$ cat config.mk
export PLATFORM = sky130hd
export DESIGN_NAME = pi_permute_engine
export DESIGN_NICKNAME = d
export VERILOG_FILES = /design/src/rtl/pi_permute_engine_pkg.sv /design/src/rtl/pi_permute_engine_slice.sv /design/src/rtl/pi_permute_engine.sv
export SDC_FILE = /design/constraint.sdc
export NUM_CORES = 1
export LEC_CHECK = 0
export BUFFER_PORTS_ARGS = -buffer_cell sky130_fd_sc_hd__buf_4
export CAP_MARGIN = 10
export CORE_UTILIZATION = 40
export DETAILED_ROUTE_END_ITERATION = 8
export GPL_TIMING_DRIVEN = 0
export REMOVE_ABC_BUFFERS = 1
export SYNTH_ARGS = -nofsm -noshare
export SYNTH_HDL_FRONTEND = slang
export SYNTH_HIERARCHICAL = 1
export SYNTH_SLANG_ARGS = --single-unit
$ cat constraint.sdc
create_clock -name clk -period 4.3 [get_ports clk]
set_input_delay 0.43 -clock clk [delete_from_list [all_inputs] [get_ports clk]]
set_output_delay 0.43 -clock clk [all_outputs]
set_load 0.02 [all_outputs]
$ cat src/rtl/pi_permute_engine_pkg.sv
`default_nettype none
// ============================================================================
// Module   : pi_permute_engine_pkg
// Brief    : Shared constants, mode encodings, FSM states and the pi lane map
//            for the pi permutation engine.
// Revision : 1.0 - initial release
// ============================================================================
package pi_permute_engine_pkg;

  // Lanes in one 5x5 slice; bit index i = 5*y + x
  localparam int LANES = 25;

  // Operating modes; encoding 3 is handled as bypass by the engine
  localparam logic [1:0] MODE_BYPASS = 2'd0;
  localparam logic [1:0] MODE_FWD    = 2'd1;
  localparam logic [1:0] MODE_INV    = 2'd2;

  // Engine FSM states
  typedef enum logic [1:0] {
    ST_IDLE  = 2'd0,
    ST_LOAD  = 2'd1,
    ST_PERM  = 2'd2,
    ST_DRAIN = 2'd3
  } pi_state_e;

  // Destination bit index of source bit i under the forward map.
  // All operands stay non-negative, so % yields a proper residue.
  function automatic int pi_fwd_dest(input int i);
    int x;
    int y;
    int a;
    int b;
    int xn;
    int yn;
    x  = i % 5;
    y  = i / 5;
    a  = (x + 3) % 5;
    b  = (y + 3) % 5;
    xn = b;
    yn = (2 * a + 3 * b) % 5;
    return 5 * ((yn + 2) % 5) + ((xn + 2) % 5);
  endfunction

endpackage
`default_nettype wire

$ cat src/rtl/pi_permute_engine_slice.sv
`default_nettype none
// ============================================================================
// Module   : pi_slice
// Brief    : Combinational pi lane permutation of one 25-bit slice, forward
//            or inverse. Pure wiring: each output bit is one input bit.
// Revision : 1.0 - initial release
// ============================================================================
module pi_slice
  import pi_permute_engine_pkg::*;
(
  input  logic [LANES-1:0] in,
  input  logic             inv,
  output logic [LANES-1:0] out
);

  logic [LANES-1:0] w_fwd;
  logic [LANES-1:0] w_inv;

  // The forward map is a bijection, so scattering in the forward direction and
  // gathering from the same destination gives the exact inverse.
  for (genvar gi = 0; gi < LANES; gi++) begin : g_bit
    localparam int c_dst = pi_fwd_dest(gi);
    assign w_fwd[c_dst] = in[gi];
    assign w_inv[gi]    = in[c_dst];
  end

  assign out = inv ? w_inv : w_fwd;

endmodule
`default_nettype wire

$ cat src/rtl/pi_permute_engine.sv
`default_nettype none
// ============================================================================
// Module   : pi_permute_engine
// Brief    : Buffers DEPTH slices, applies the pi permutation (forward or
//            inverse) in place for a latched number of passes, then drains
//            the buffer in order under valid/ready flow control.
// Revision : 1.0 - initial release
// ============================================================================
module pi_permute_engine
  import pi_permute_engine_pkg::*;
#(
  parameter int DEPTH      = 64,
  parameter int MAX_ROUNDS = 24
) (
  input  logic                              clk,
  input  logic                              rst,
  input  logic                              in_valid,
  output logic                              in_ready,
  input  logic [LANES-1:0]                  in_data,
  input  logic [1:0]                        mode,
  input  logic [$clog2(MAX_ROUNDS+1)-1:0]   rounds,
  output logic                              out_valid,
  input  logic                              out_ready,
  output logic [LANES-1:0]                  out_data,
  output logic                              busy
);

  localparam int c_aw = (DEPTH > 1) ? $clog2(DEPTH) : 1;
  localparam int c_rw = $clog2(MAX_ROUNDS + 1);

  localparam logic [1:0] c_st_idle  = ST_IDLE;
  localparam logic [1:0] c_st_load  = ST_LOAD;
  localparam logic [1:0] c_st_perm  = ST_PERM;
  localparam logic [1:0] c_st_drain = ST_DRAIN;

  localparam logic [c_aw-1:0] c_last_slice = c_aw'(DEPTH - 1);
  localparam logic [c_rw-1:0] c_max_rounds = c_rw'(MAX_ROUNDS);

  logic [1:0]       r_state;
  logic [1:0]       r_mode;
  logic [c_rw-1:0]  r_rounds;
  logic [c_aw-1:0]  r_slice;
  logic [c_rw-1:0]  r_round;
  logic [LANES-1:0] r_buf [DEPTH];

  logic [c_rw-1:0]  w_rounds_sat;
  logic             w_do_perm;
  logic [LANES-1:0] w_slice_rd;
  logic [LANES-1:0] w_perm_out;
  logic             w_buf_we;
  logic [c_aw-1:0]  w_buf_idx;
  logic [LANES-1:0] w_buf_din;

  assign w_rounds_sat = (rounds > c_max_rounds) ? c_max_rounds : rounds;
  assign w_do_perm    = ((r_mode == MODE_FWD) || (r_mode == MODE_INV)) &&
                        (r_rounds != '0);
  assign w_slice_rd   = r_buf[r_slice];

  pi_slice u_pi_slice (
    .in  (w_slice_rd),
    .inv (r_mode == MODE_INV),
    .out (w_perm_out)
  );

  // Buffer write port: incoming slices while loading, permuted slice in PERM
  always_comb begin
    w_buf_we  = 1'b0;
    w_buf_idx = r_slice;
    w_buf_din = in_data;
    if (!rst) begin
      case (r_state)
        c_st_idle: begin
          w_buf_we  = in_valid;
          w_buf_idx = '0;
        end
        c_st_load: w_buf_we = in_valid;
        c_st_perm: begin
          w_buf_we  = 1'b1;
          w_buf_din = w_perm_out;
        end
        default: w_buf_we = 1'b0;
      endcase
    end
  end

  // Slice storage; contents are left untouched by reset
  always_ff @(posedge clk) begin
    if (w_buf_we) begin
      r_buf[w_buf_idx] <= w_buf_din;
    end
  end

  // Control FSM with slice and round counters
  always_ff @(posedge clk) begin
    if (rst) begin
      r_state  <= c_st_idle;
      r_mode   <= MODE_BYPASS;
      r_rounds <= '0;
      r_slice  <= '0;
      r_round  <= '0;
    end else begin
      case (r_state)
        c_st_idle: begin
          if (in_valid) begin
            r_mode   <= mode;
            r_rounds <= w_rounds_sat;
            r_slice  <= c_aw'(1);
            r_state  <= c_st_load;
          end
        end
        c_st_load: begin
          if (in_valid) begin
            if (r_slice == c_last_slice) begin
              r_slice <= '0;
              r_state <= w_do_perm ? c_st_perm : c_st_drain;
            end else begin
              r_slice <= r_slice + 1'b1;
            end
          end
        end
        c_st_perm: begin
          if (r_slice == c_last_slice) begin
            r_slice <= '0;
            if (r_round == r_rounds - 1'b1) begin
              r_round <= '0;
              r_state <= c_st_drain;
            end else begin
              r_round <= r_round + 1'b1;
            end
          end else begin
            r_slice <= r_slice + 1'b1;
          end
        end
        default: begin
          if (out_ready) begin
            if (r_slice == c_last_slice) begin
              r_slice <= '0;
              r_state <= c_st_idle;
            end else begin
              r_slice <= r_slice + 1'b1;
            end
          end
        end
      endcase
    end
  end

  assign in_ready  = (r_state == c_st_idle) || (r_state == c_st_load);
  assign out_valid = (r_state == c_st_drain);
  assign busy      = (r_state != c_st_idle);
  assign out_data  = out_valid ? w_slice_rd : '0;

endmodule
`default_nettype wire

==> flow_summary.toml <==
[place]
portBuffers = 63
place_inst = 4892
place_hpwl_mm = 100
dpl_cell_area_sq_um = 68000
gp_congestion = 0.908

[worst_setup_path]
crit_path_end = "out_data[9]"
cp.arrival_ns = 3.82
worstSetupPathType = "register to output port"
required_ns = 3.87
worstSetupStartpointType = "register"
worstReg2RegEnd = "r_buf[43][9]"
reg2regPathDepth = 10
path_max_fanout = 40
endpoint_kind = "output port"
rrSetupSlack_ns = 0.10

[worst_hold_path]
min_path_type = "input port to register"

[final_layout]
drive_gt1_share_pct = 32.2
final_common_cell = "edfxtp_1"
area_growth_pct = 17.5
final_cell_mix = "edfxtp_1, mux4_2, clkbuf_16"
fin_cells = 5241
finalNetCount = 3095
fin_area_sq_um = 74300

[drt]
ant_nets = 0
vias_per_cell = 5.92
drtIter0Drc = 3998
wirelength_mm = 164
vias = 31000
drc = 0
wire_per_inst_um = 31.4
dr.pass1.iters = 6

[synth]
synth.distinct_cells = 62
avgSynthCellArea_sq_um = 22.3
ys_seq_area_share_pct = 76.9
yosys_warnings = 6
synth_flop_cell = "edfxtp_1"
ys_ff_latch = 1626
synth_edf_count = 1600
synthArstFlopShare_pct = 0
netlist_instances = 2836
syn-cell-area_sq_um = 63200

[grt]
antenna_found_initial = 9
grt_max_degree = 65
grt_pass1_vias = 31100
gr-total-overflow = 0
grt_use_total_pct = 20.5
grt_pass1_wl_mm = 230

[sta]
finalSetupViolations = 0
fin_skew_ns = 0.0306
final-hold-violation-count = 0
slew_viol_final = 0
rsz0062_at_grt = "false"
timing.final.crit_share_pct = 98.9
worst_slew_pin_slew_ns = 1.22
max_clock_freq_mhz = 235
fin_setup_tns_ns = 0
slew_headroom_pct = 18.4
fin_crit_ns = 4.25

[run]
cap_violations = 0

[die]
floorplan.die_area_sq_um = 160000
start_util_pct = 40.4
fp-row-count = 145
io-pin-count = 64
core_sq_um = 157000
dieWidth_um = 399
die_h_um = 399

[clock_network]
numClockSinks = 1626
cts_tree = "built"
numCtsBuffers = 161
clk_pin_slew_ns = 0.07
clock_path_buffers = 3
clkLatencyLatePin_ns = 0.80
htree_levels = 4
cts_root_buf = "clkbuf_16"

[status]
outcome = "completed"

[power]
p_leak_nw = 22.4
power_density_nw_per_um2 = 505
ir_drop_mv = 0.377
-- synth_stat cells, types with 11 or more instances --
master / number / area, sq um
edfxtp_1: 1600 / 48000
mux4_2: 385 / 8670
o22ai_1: 110 / 688
nor2_1: 104 / 390
mux2i_1: 79 / 791
clkbuf_1: 45 / 169
buf_2: 44 / 220
a21oi_1: 32 / 160
a22oi_1: 32 / 240
buf_6: 32 / 360
mux2_2: 29 / 327
nand2_1: 27 / 101
dfxtp_1: 26 / 521
a22o_1: 24 / 210
buf_4: 23 / 173
mux2_4: 20 / 300
nand3_1: 17 / 85.1
or4_1: 15 / 113
and2_1: 14 / 87.6
a211oi_1: 11 / 82.6
inv_1: 11 / 41.3
-- what timing repair did --
action	in CTS	in global routing
setup endpoints to repair	1625	222
pin swaps	5	2
gates resized for setup	75	24
hold buffers	18	0
buffers inserted	20	6
endpoints found under the hold margin	7	0
cloned	4	3
-- kinds of logic (layout without fill, tap and decap cells) --
group,after synthesis,in the layout,synth area share [%]
multiplexers,514,514,16.0
other,0,5,0
AND/OR/NAND/NOR,228,229,1.80
flip-flops,1626,1626,76.9
AO/OA/AOI/OAI,277,277,3.15
buffers and inverters,171,512,1.82
adder cells (fa/ha/maj),9,9,0.178
XOR/XNOR,11,11,0.174
-- report_power, final --
part	leakage, nW	switching, mW	total [mW]	internal [mW]
clock	2.49	5.95	13.6	7.68
sequential	14.6	0.0705	18.2	18.1
combinational	5.29	3.37	5.73	2.37
total	22.4	9.39	37.5	28.2
-- registers in the layout, summed over array words and instances (netlist names), named ones only --
signal / cells
r_rounds: 5
r_slice: 6
r_round: 5
r_state: 2
r_mode: 2
r_buf: 1600
-- per-stage QoR --
| stage | utilization [%] | power (mW) | worst slack (ns) | hold slack, ns |
|---|---|---|---|---|
| after floorplan | - | 22.5 | -11.13 | 0.430 |
| after global placement | 41.6 | 23.3 | -19.84 | 0.474 |
| after detailed placement | 43.4 | 23.8 | -1.12 | 0.470 |
| after CTS | 47.2 | 37.6 | -0.0817 | 0.0113 |
| after global routing | 47.4 | 38.5 | 0.0103 | 0.0642 |
| final | 47.4 | 37.5 | 0.0462 | 0.0937 |
-- per-layer routing --
metal  part of all wire (%)  vias to the layer above  routed length [um]  GRT usage (%)
met5                   0.34                        -                 552          0.484
met4                    2.4                       12                3880           5.49
met3                    9.8                      249               16100           5.73
met2                     47                     1587               77600           31.9
met1                     40                    16600               66200           28.5
li1                       -                    12600                   -              -
-- worst min path at each step --
stage / slack [ns] / start / endpoint / cells after the start
CTS: 0.01 / rst / register / 2
global route: 0.06 / rst / register / 2
floorplan: 0.43 / r_mode[0] / r_mode[0] / 2
finish: 0.09 / rst / register / 2
detailed placement: 0.47 / r_mode[1] / r_mode[1] / 2
global placement: 0.47 / r_mode[0] / r_mode[0] / 2
-- final cells by class --
type / instances / area (sq um)
Fill cell: 12400 / 82300
Sequential cell: 1626 / 48600
Multi-Input combinational cell: 1040 / 14500
Clock buffer: 197 / 4270
Timing Repair Buffer: 210 / 3520
Tap cell: 2058 / 2570
Clock inverter: 94 / 805
Inverter: 11 / 41.3
Antenna cell: 5 / 12.5
-- critical path, stage by stage, from the launching register on --
cell      delay [ns]
dfxtp_4         0.65
buf_16          0.29
or3b_4          0.44
o22ai_1         0.14
a211oi_2        0.63
a22o_2          0.29
and2_1          0.32
buf_4           0.21
Note: power is estimated with default switching activity, not from simulation.
